**config.mk**
```make
export PLATFORM = sky130hd
export DESIGN_NAME = seg_scan16
export DESIGN_NICKNAME = d
export VERILOG_FILES = /design/src/rtl/seg_pkg.sv /design/src/rtl/hex7seg.sv /design/src/rtl/seg_scan16.sv
export SDC_FILE = /design/constraint.sdc
export NUM_CORES = 1
export LEC_CHECK = 0
export ABC_AREA = 1
export BUFFER_PORTS_ARGS = -buffer_cell sky130_fd_sc_hd__buf_2
export CAP_MARGIN = 0
export CORE_MARGIN = 8
export CORE_UTILIZATION = 40
export DETAILED_ROUTE_END_ITERATION = 16
export PLACE_DENSITY_LB_ADDON = 0.08
export SLEW_MARGIN = 20
export SYNTH_ARGS = -nofsm -noshare
export SYNTH_HDL_FRONTEND = slang
export SYNTH_HIERARCHICAL = 1
export SYNTH_SLANG_ARGS = --single-unit
```
**constraint.sdc**
```tcl
create_clock -name CLK -period 2.5 [get_ports CLK]
set_clock_uncertainty 0.15 [all_clocks]
set_input_delay 0.125 -clock CLK [delete_from_list [all_inputs] [get_ports CLK]]
set_output_delay 0.125 -clock CLK [all_outputs]
set_load 0.005 [all_outputs]
```
**src/rtl/seg_pkg.sv**
```systemverilog
// Shared constants for the 7-segment scan display: hex decode table,
// segment-off pattern and digit count.
package seg_pkg;

  localparam int NUM_DIGITS = 4;

  // Active-high segment patterns, bit order {g,f,e,d,c,b,a}
  localparam logic [6:0] SEG_OFF = 7'h00;

  localparam logic [6:0] SEG_HEX [16] = '{
    7'h3F, 7'h06, 7'h5B, 7'h4F,
    7'h66, 7'h6D, 7'h7D, 7'h07,
    7'h7F, 7'h6F, 7'h77, 7'h7C,
    7'h39, 7'h5E, 7'h79, 7'h71
  };

endpackage

```
**src/rtl/hex7seg.sv**
```systemverilog
// Combinational nibble to active-high 7-segment decode ({g,f,e,d,c,b,a}).
module hex7seg
  import seg_pkg::*;
(
  input  logic [3:0] nib,
  output logic [6:0] seg
);

  assign seg = SEG_HEX[nib];

endmodule

```
**src/rtl/seg_scan16.sv**
```systemverilog
// Four-digit multiplexed hex display of a captured 16-bit value, with a
// per-slot blanking guard, optional leading-zero blanking and frame-aligned updates.
module seg_scan16
  import seg_pkg::*;
#(
  parameter int CLK_DIV        = 1000,
  parameter bit BLANK_LZ       = 1'b1,
  parameter bit SEG_ACTIVE_LOW = 1'b1
) (
  input  logic        CLK,
  input  logic        RST,
  input  logic        EN,
  input  logic [15:0] DATA,
  output logic [6:0]  SEG,
  output logic        DP,
  output logic [3:0]  AN,
  output logic        FRAME
);

  localparam int               CNT_W      = (CLK_DIV > 2) ? $clog2(CLK_DIV) : 1;
  localparam logic [CNT_W-1:0] CNT_LAST   = CNT_W'(CLK_DIV - 1);
  localparam logic [1:0]       LAST_DIGIT = 2'(NUM_DIGITS - 1);

  generate
    if (CLK_DIV < 2) begin : g_clk_div_check
      $error("seg_scan16: CLK_DIV must be >= 2");
    end
  endgenerate

  function automatic logic [6:0] seg_pol(input logic [6:0] s);
    return SEG_ACTIVE_LOW ? ~s : s;
  endfunction

  function automatic logic dp_pol(input logic lit);
    return SEG_ACTIVE_LOW ? ~lit : lit;
  endfunction

  logic [CNT_W-1:0] cnt;
  logic [1:0]       idx;
  logic [15:0]      shadow;
  logic [15:0]      disp;
  logic             wrap;
  logic             frame_edge;
  logic [3:0]       nib;
  logic [6:0]       hex_seg;
  logic             lz_blank;
  logic             blank;
  logic [6:0]       seg_nxt;
  logic [3:0]       an_nxt;
  logic             dp_nxt;

  assign wrap       = (cnt == CNT_LAST);
  assign frame_edge = wrap && (idx == LAST_DIGIT);

  // Prescaler and digit index
  always_ff @(posedge CLK or negedge RST) begin
    if (!RST) begin
      cnt <= '0;
      idx <= '0;
    end else if (wrap) begin
      cnt <= '0;
      idx <= idx + 2'd1;
    end else begin
      cnt <= cnt + 1'b1;
    end
  end

  // Shadow takes every strobe; display only moves on a frame boundary
  always_ff @(posedge CLK or negedge RST) begin
    if (!RST) begin
      shadow <= '0;
      disp   <= '0;
    end else begin
      if (EN) begin
        shadow <= DATA;
      end
      if (frame_edge) begin
        disp <= shadow;
      end
    end
  end

  hex7seg u_hex7seg (
    .nib (nib),
    .seg (hex_seg)
  );

  always_comb begin
    nib      = 4'h0;
    lz_blank = 1'b0;
    case (idx)
      2'd0: nib = disp[3:0];
      2'd1: begin
        nib      = disp[7:4];
        lz_blank = (disp[15:4] == 12'h000);
      end
      2'd2: begin
        nib      = disp[11:8];
        lz_blank = (disp[15:8] == 8'h00);
      end
      default: begin
        nib      = disp[15:12];
        lz_blank = (disp[15:12] == 4'h0);
      end
    endcase

    // cnt==0 is the inter-digit ghosting guard
    blank   = (cnt == '0) || (BLANK_LZ && lz_blank);
    seg_nxt = blank ? SEG_OFF : hex_seg;
    an_nxt  = blank ? 4'hF : ~(4'b0001 << idx);
    dp_nxt  = (idx == 2'd0) && (shadow != disp);
  end

  // Output register stage: pins lag cnt/idx by one cycle
  always_ff @(posedge CLK or negedge RST) begin
    if (!RST) begin
      SEG   <= seg_pol(SEG_OFF);
      DP    <= dp_pol(1'b0);
      AN    <= 4'hF;
      FRAME <= 1'b0;
    end else begin
      SEG   <= seg_pol(seg_nxt);
      DP    <= dp_pol(dp_nxt);
      AN    <= an_nxt;
      FRAME <= frame_edge;
    end
  end

endmodule
```
# == Word level (Yosys, flattened, before mapping) ==
# Memory sizes are Yosys's and may differ from the RTL's.
# Cells that the tools add are included.
# word_totals
ramBits,0
out_inout_bits,13
in_bits,19
romBits,112
register_bits,57
latchBits,0
mem_count,1
# mem_list
memory,depth,width,read_ports,rd_ports_with_merged_regs,write_ports,line,source
(no name shown),16,7,1,0,0,hex7seg.sv:9,assign seg = SEG_HEX[nib];
# classes
reduce_logical,8
mux,7
n_shift,1
add_sub_neg,2
n_eq_ne,5
n_lt_le_gt_ge,1
n_div,0
multipliers,0
n_bitwise,4
# op_table
op,n
2-to-1 mux 7 bit,3
!= test 16 bit,1
logical NOT 12 bit,1
case mux 4 bit (3 select lines),1
"adder 10 x 1 -> 10 bit, second input constant",1
"equality test 10 bit, second input constant",1
logical NOT 10 bit,1
2-to-1 mux 10 bit,1
logical NOT 8 bit,1
inverter 7 bit,1
">= comparator 5 bit, second input constant",1
inverter 4 -> 5 bit,1
"equality test 2 bit, second input constant",2
logical NOT 4 bit,1
2-to-1 mux 4 bit,1
inverter 4 bit,1
"left shift 1 x 2 -> 4 bit, first input constant",1
case mux 1 bit (3 select lines),1
"adder 2 x 1 -> 2 bit, second input constant",1
"equality test 2 x 1 -> 1 bit, second input constant",1
logical AND 1 bit,2
logical NOT 2 bit,1
logical OR 1 bit,1
inverter 1 bit,1

# == Depth between registers and ports, before layout ==
# Gate-level depths: netlist of the first run.
# depth
ltp_word,8
depth_mapped,14
depth_no_buf,14

# == By module ==
# The synthesis of the first run kept the hierarchy.
# by_module_without_submodules
mod,cells_each,seq_area_each_um2,area_each_um2,n_inst
seg_scan16,322,1441.4,2785.2,1
hex7seg,52,0.0,270.3,1

# == Worst setup path before layout of the first run ==
# OpenSTA, ideal clock, no wires.
# synth_timing
path_type,register to register
from,register idx[0]
to,register SEG[3]
path_buffers,0
setup_slack_ns,0.181
path_stages_with_launch,14
arrival_time_ns,2.082
period_less_slack_ns,2.319
cell_sequence,dfrtp_1 > inv_1 > ha_1 > inv_1 > o22ai_1 > a21oi_1 > o21ai_0 > inv_1 > ha_1 > nand2_1 > o21ai_0 > nand2_1 > nand2_1 > nand3_1
# synth_via
elab_chain_len,8
word_cells_on_any_way,12
# synth_rtl
element,line,source
from (decl),seg_scan16.sv:39,logic [1:0] idx;
from (signal assigned),seg_scan16.sv:62,idx <= idx + 2'd1;
equality test 2 bit (tied with other cells),seg_scan16.sv:91,case (idx)
case mux 4 bit (3 select lines) *,seg_scan16.sv:91,
named net nib[1],seg_scan16.sv:44,logic [3:0] nib;
inverter 4 -> 5 bit (not written as such) *,hex7seg.sv:9,
memory read (16 x 7 bit) *,n/a,
2-to-1 mux 7 bit (not written as such) * (2 in a row),hex7seg.sv:9,
named net hex_seg[3],seg_scan16.sv:45,logic [6:0] hex_seg;
2-to-1 mux 7 bit *,seg_scan16.sv:109,seg_nxt = blank ? SEG_OFF : hex_seg;
inverter 7 bit *,seg_scan16.sv:31,return SEG_ACTIVE_LOW ? ~s : s;
to (signal assigned),seg_scan16.sv:117,SEG <= seg_pol(SEG_OFF);
to (signal assigned),seg_scan16.sv:122,SEG <= seg_pol(seg_nxt);
to (decl),seg_scan16.sv:14,"output logic [6:0] SEG,"
# Mark *: on every way through the listed nets, which the timed path passes. The rest lies on a longest branch. The select of a mux whose other input is x is not followed.
# A chain may end at the register's enable or synchronous reset.

# == Worst setup path after layout of the first run ==
# Same ends and word-level chain as after synthesis.

==> reports/qor.csv, run 1 <==
stage,metric,value,unit
outcome,status,finished clean,
timing,maxSlewHeadroom,63.0,%
cells_and_area,nFillCells,729,
critical_path,rr_worst_depth,13,
synthesis,synthesis.area,3060,um^2
placement,gp_congestion,0.864,
synthesis,syn_inst,374,
synthesis,synthArstFlopShare,100,%
synthesis,seq_area_frac_synth,47.2,%
timing,finalSetupTns,0,ps
timing,worstMarginPinSlew,554,ps
critical_path,endpoint,SEG[3],
global_route,grt_pass1_vias,2420,
critical_path,cpPeakStageDelay,410,ps
synthesis,yosysTopAreaCellShare,36.9,%
critical_path,cp-end-kind,flop,
power_and_ir_drop,ir_drop,0.245,mV
power_and_ir_drop,power.density,567,nW/um^2
power_and_ir_drop,p_clk_share,49.0,%
cts,clk_pin_slew,70,ps
synthesis,synthFlopType,dfrtp_1,
cts,numClockSinks,57,
synthesis,synthTopCellsByArea,"dfrtp_1, nand2_1, dfstp_2",
cts,clk_latency,330,ps
cts,h-tree-depth,3,
power_and_ir_drop,p_switching,0.448,mW
route,wl_per_cell,11.8,um
synthesis,syn-num-nets,407,
route,viasPerCell,4.48,
critical_path,startpoint,idx[0],
critical_path,worstPathArrival,2320,ps
die,die_w,103,um
cts,cts_tree,built,
power_and_ir_drop,p_leak,1.87,nW
power_and_ir_drop,swShare,20.9,%
timing,fmax,0.450,GHz
die,dieHeight,103,um
route,drc,0,
timing,hold_viol_final,0,
cells_and_area,area_delta_synth_final,23.5,%
timing,final-setup-viol-count,0,
critical_path,crit_chain,inv_1 -> ha_1 -> inv_1 -> o22ai_1 -> a21oi_1 -> o21ai_0 -> inv_1 -> ha_1 -> nand2_1 -> o21ai_0 -> nand2_1 -> nand2_1 -> nand3_1,
route,drt_iter0_markers,83,
route,antenna_left,0,
min_path,hold_class,input pin to async pin,
critical_path,crit-reg2reg-launch,idx[0],
synthesis,yosysWarnings,6,
critical_path,worstPathRequired,2590,ps
timing,period_share,89.0,%
timing,setup_slack,275,ps
cells_and_area,drive_gt1_share,23.1,%
cts,cts_setup_buffers,0,
cells_and_area,layout.cells.non_filler,540,
global_route,grt_max_degree,34,
global_route,grt_pass1_wl,11300,um
placement,hpwl,4640,um
placement,io_buffers,31,
power_and_ir_drop,power_frac_seq,44.9,%
global_route,antenna_found_initial,0,
synthesis,synth.ff_latch_count,57,
critical_path,r2r-end,SEG[3],
synthesis,yosysTopAreaCell,dfrtp_1,
timing,fin_crit,2220,ps
route,wl,6350,um
power_and_ir_drop,power.internal,1.69,mW
critical_path,cp_slowest_cell,dfrtp_1,
cells_and_area,final_net_count,466,
cells_and_area,diodes,0,
critical_path,cp-start-kind,flop,
critical_path,worst-setup-path-type,flop to flop,
flow_run,maxCapViolCount,0,
synthesis,synth_edf_count,0,
critical_path,reg2reg_slack,280,ps
critical_path,cp.depth,13,
route,num_vias,2418,
die,core,7570,um^2
die,die_area,10700,um^2
critical_path,critPathMaxFanout,4,
cells_and_area,utilization,49.9,%
critical_path,crit_family,compound AO/OA/AOI/OAI gates,
die,initial_utilization,40.4,%
power_and_ir_drop,power,2.14,mW
cts,cts-buffers-inserted,9,
cts,clk_path_buf_depth,2,
critical_path,crit_buf_inv,3,
timing,drv_slew,0,
placement,pre_cts_slack,286,ps
cts,clockRootBuffer,clkbuf_8,
die,num_rows,32,
global_route,grt_overflow_total,0,
placement,place_inst,506,
global_route,grtUsageTotal,13.6,%
timing,rsz0062_at_grt,false,
synthesis,avgSynthCellArea,8.17,um^2
die,io_pins,32,
route,dr.pass1.iters,4,
power_and_ir_drop,comb_power_share,6.1,%
synthesis,synthDistinctLibCells,27,
-- placed cells by master (no fill, tap or decap), types with 7 or more instances in the layout --
cell type	netlist	routed
dfrtp_1	45	45
nand2_2	15	15
nand3_1	22	22
nor2_1	27	27
o21ai_0	24	24
dlygate4sd3_1	0	18
nand2_1	106	106
clkbuf_8	0	10
ha_1	14	14
a21oi_1	11	11
o21ai_2	16	16
inv_1	50	50
buf_4	1	7
dfstp_2	12	12
buf_2	2	31
-- worst min path at each step --
stage | slack (ps) | end | cells past startpoint
after CTS | 0.6 | cnt[1] | 2
final | 20 | cnt[1] | 2
after floorplan | -320 | FRAME | 0
after detailed placement | -160 | cnt[1] | 1
after global placement | -160 | cnt[0] | 1
after global routing | 10 | cnt[1] | 2
-- synthesized netlist by cell type (3+ instances only) --
master	count
nand3_1	22
buf_6	3
o21ai_0	24
clkbuf_1	3
nor3_1	6
dfrtp_1	45
dfstp_2	12
nand2_2	15
a21oi_1	11
ha_1	14
nor2_1	27
xor2_1	6
nand2_1	106
inv_1	50
o21ai_2	16
-- through the flow --
step           instance area [um^2]  hold WS, ps
3_3_place_gp                   3350         -163
3_5_place_dp                   3350         -163
2_1_floorplan                  3060         -321
6_report                       3770         16.7
4_1_cts                        3770        0.565
5_1_grt                        3770         12.5
-- per-layer routing --
layer / global-route usage (%) / vias up / wire length, um
li1: - / 1294 / -
met1: 17.7 / 1073 / 3160
met4: 7.12 / 0 / 116
met5: 0 / - / 0
met3: 3.35 / 11 / 299
met2: 20.3 / 40 / 2770
-- cell families after synthesis --
kind of cell | after synthesis | synth area share (%)
XOR/XNOR | 6 | 1.72
AND/OR/NAND/NOR | 182 | 25.8
buffers and inverters | 60 | 8.31
AO/OA/AOI/OAI | 55 | 11.2
flip-flops | 57 | 47.2
adder cells (fa/ha/maj) | 14 | 5.73
-- power by group through the flow --
stage	registers (mW)	clock network (mW)	logic (mW)
after floorplan	0.973	0	0.0614
after global placement	0.976	0	0.111
after detailed placement	0.977	0	0.112
after CTS	0.960	1.08	0.134
after global routing	0.962	1.13	0.154
final	0.960	1.05	0.131
-- sequential cells by signal, summed over array words and instances (netlist names) --
signal  flops
DP          1
cnt        10
shadow     16
AN          4
SEG         7
FRAME       1
idx         2
disp       16
-- final cells by class --
| type | instances | area [um^2] | area share (%) |
|---|---|---|---|
| flip-flops and latches | 57 | 1440 | 38.2 |
| multi-input cells | 257 | 1360 | 36.1 |
| repair buffers | 57 | 408 | 10.8 |
| inverters | 51 | 191 | 5.07 |
| clock buffers | 11 | 141 | 3.75 |
| well taps | 102 | 128 | 3.38 |
| clock inverters | 5 | 103 | 2.72 |
-- what timing repair did --
action / CTS / global route
resized for setup: 0 / 0
hold endpoints to repair: 62 / 0
hold buffers: 18 / 0
Power figures use the tool's default switching activity.
==> run 2, diff against run 1 <==
--- a/config.mk
+++ b/config.mk
@@ -11,6 +11,7 @@
 export CORE_MARGIN = 8
 export CORE_UTILIZATION = 40
 export DETAILED_ROUTE_END_ITERATION = 16
+export HOLD_SLACK_MARGIN = 0.02
 export PLACE_DENSITY_LB_ADDON = 0.08
 export SLEW_MARGIN = 20
 export SYNTH_ARGS = -nofsm -noshare
==> constraint.sdc (replaced) <==
create_clock -name CLK -period 2.4 [get_ports CLK]
set_clock_uncertainty 0.15 [all_clocks]
set_input_delay 0.12 -clock CLK [delete_from_list [all_inputs] [get_ports CLK]]
set_output_delay 0.12 -clock CLK [all_outputs]
set_load 0.005 [all_outputs]
==> run 2 against run 1 <==
Against the previous run:
- total power down 7.3%
- largest power group is now sequential cells
- combinational power about the same
- highest routed layer unchanged
- largest cell class unchanged
- register-to-register slack worse by 20 ps
==> reports/qor.csv, run 2 (synthesis results as in run 1) <==
stage,metric,value,unit,change
timing,timing.hold.ws,136,ps,+120 ps
die,io_pins,32,,unchanged
die,core,7570,um^2,unchanged
critical_path,crit-reg2reg-launch,idx[0],,
die,die_w,103,um,unchanged
critical_path,worstPathArrival,2260,ps,-60 ps
route,wl_met3,298,um,-0.33%
critical_path,cp-start-kind,flop,,
cts,numClockSinks,57,,unchanged
timing,fin_crit,2150,ps,-75.7 ps
timing,final-setup-viol-count,0,,unchanged
min_path,worstHoldStart,EN,,
cts,clk_pin_slew,70,ps,about the same
die,num_rows,32,,unchanged
route,wl_met2,2840,um,+2.5%
min_path,hold_class,input pin to flop,,
route,num_vias,2482,,+2.6%
route,dr.pass1.iters,4,,unchanged
placement,io_buffers,31,,unchanged
global_route,grt_overflow_total,0,,unchanged
power_and_ir_drop,ir_drop,0.321,mV,+31%
timing,setup_slack,251,ps,-24.3 ps
cells_and_area,final_net_count,467,,+0.21%
global_route,grt_pass1_vias,2339,,-3.3%
route,viasPerCell,4.59,,+2.5%
cells_and_area,reg_top3,"disp: 16 flops, shadow: 16 flops, cnt: 10 flops",,
route,wl,6470,um,+1.8%
placement,gp_congestion,0.853,,-1.3%
cts,cts-buffers-inserted,9,,unchanged
global_route,grt_max_degree,33,,-2.9%
cells_and_area,layout.cells.non_filler,541,,+0.19%
power_and_ir_drop,swShare,22.9,%,+2.0 points
timing,period_share,89.5,%,+0.55 points
min_path,holdPathStages,3,,
timing,maxSlewHeadroom,63.0,%,-0.067 points
critical_path,worstPathRequired,2510,ps,-80 ps
flow_run,maxCapViolCount,0,,unchanged
critical_path,critPathMaxFanout,4,,unchanged
die,die_area,10700,um^2,unchanged
cts,clk_latency,330,ps,about the same
timing,finalSetupTns,0,ps,unchanged
timing,drv_slew,0,,unchanged
critical_path,rr_worst_depth,13,,unchanged
cells_and_area,nFillCells,766,,+5.1%
power_and_ir_drop,power_frac_seq,50.5,%,+5.6 points
power_and_ir_drop,p_leak,1.85,nW,-0.64%
cts,clockRootBuffer,clkbuf_8,,
route,antenna_left,0,,unchanged
timing,fmax,0.465,GHz,+3.5%
route,wl_met1,3230,um,+2.1%
cells_and_area,diodes,0,,unchanged
timing,worstMarginPinSlew,555,ps,+1.00 ps
global_route,grt_pass1_wl,11300,um,unchanged
cells_and_area,utilization,49.2,%,-0.61 points
critical_path,r2r-end,SEG[3],,
cts,cts_setup_buffers,0,,unchanged
critical_path,worst-setup-path-type,flop to flop,,
power_and_ir_drop,power.internal,1.53,mW,-9.6%
cts,h-tree-depth,3,,unchanged
die,dieHeight,103,um,unchanged
placement,hpwl,4680,um,+0.82%
global_route,grtUsageTotal,13.7,%,+0.064 points
cells_and_area,area_delta_synth_final,21.9,%,
cts,clk_path_buf_depth,2,,unchanged
power_and_ir_drop,p_switching,0.454,mW,+1.4%
die,initial_utilization,40.4,%,unchanged
min_path,worstHoldEndpoint,shadow[12],,
route,wl_per_cell,12.0,um,+1.6%
cts,cts_tree,built,,
timing,rsz0062_at_grt,false,,
route,routed.top_layer,met4,,
cells_and_area,layout_common_cells,"nand2_1, inv_1, dfrtp_1, buf_2, nor2_1",,
global_route,antenna_found_initial,0,,unchanged
route,drt_iter0_markers,67,,-19%
cells_and_area,final_common_cell,nand2_1,,
critical_path,reg2reg_slack,250,ps,-20 ps
critical_path,cp-end-kind,flop,,
power_and_ir_drop,power.density,532,nW/um^2,-6.1%
cells_and_area,drive_gt1_share,23.5,%,+0.40 points
placement,pre_cts_slack,187,ps,-99.2 ps
timing,hold_viol_final,0,,unchanged
route,drc,0,,unchanged
placement,place_inst,508,,+0.40%
power_and_ir_drop,p_clk_share,42.8,%,-6.2 points
outcome,status,finished clean,,
power_and_ir_drop,comb_power_share,6.8,%,+0.7 points
==> run 2: changes by cell type in the layout (fill, tap and decap cells not counted), sizes merged <==
cell,delta
buf,+2
bufinv,-3
clkbuf,+3
clkinv,+1
clkinvlp,-1
dlygate4sd3,-1
==> run 2: final cells by class <==
class	count	area, um^2	area share, %
clock inverter	2	10.0	0.269
tap	102	128	3.43
multi-input combinational	257	1360	36.5
clock buffer	14	183	4.90
inverter	51	191	5.14
sequential	57	1440	38.7
timing repair buffer	58	413	11.1
==> run 2: critical path: stages, from the launching register on <==
cell and delay, ps:
dfrtp_1 410, inv_1 130, ha_1 180, inv_1 60
o22ai_1 180, a21oi_1 60, o21ai_1 160, inv_1 120
ha_1 300, nand2_1 70, o21ai_0 80, nand2_1 60
nand2_1 50, nand3_1 70
==> run 2: metal layers <==
layer / GRT usage (%) / vias up
met4: 6.01 / 0
li1: - / 1297
met2: 20.6 / 40
met5: 0 / -
met1: 17.9 / 1137
met3: 3.75 / 8
==> run 2: metrics by stage <==
step	total power, mW	area, um^2
after floorplan	1.08	3060
after global placement	1.13	3360
after detailed placement	1.13	3360
after CTS	2.02	3730
after global routing	2.10	3730
final	1.98	3730
==> run 2: worst max-delay path by stage <==
stage,start,to,slack (ps),depth (start not counted)
floorplan,idx[0],SEG[3],80,13
finish,idx[0],SEG[3],250,13
global placement,idx[0],SEG[3],240,13
global route,idx[0],SEG[3],80,13
CTS,idx[0],SEG[3],170,13
detailed placement,idx[0],SEG[3],190,13
==> run 2: what timing repair did <==
action / CTS / global route
endpoints found under the setup margin: 0 / 1
endpoints found under the hold margin: 36 / 0
hold buffers: 17 / 0
resized for setup: 0 / 2
==> run 2: power by group through the flow <==
stage                     Clock (mW)  Sequential (mW)  Combinational [mW]
after floorplan                    0             1.01              0.0639
after global placement             0             1.02               0.116
after detailed placement           0             1.02               0.117
after CTS                      0.886             1.00               0.138
after global routing           0.934             1.00               0.159
final                          0.848             1.00               0.134
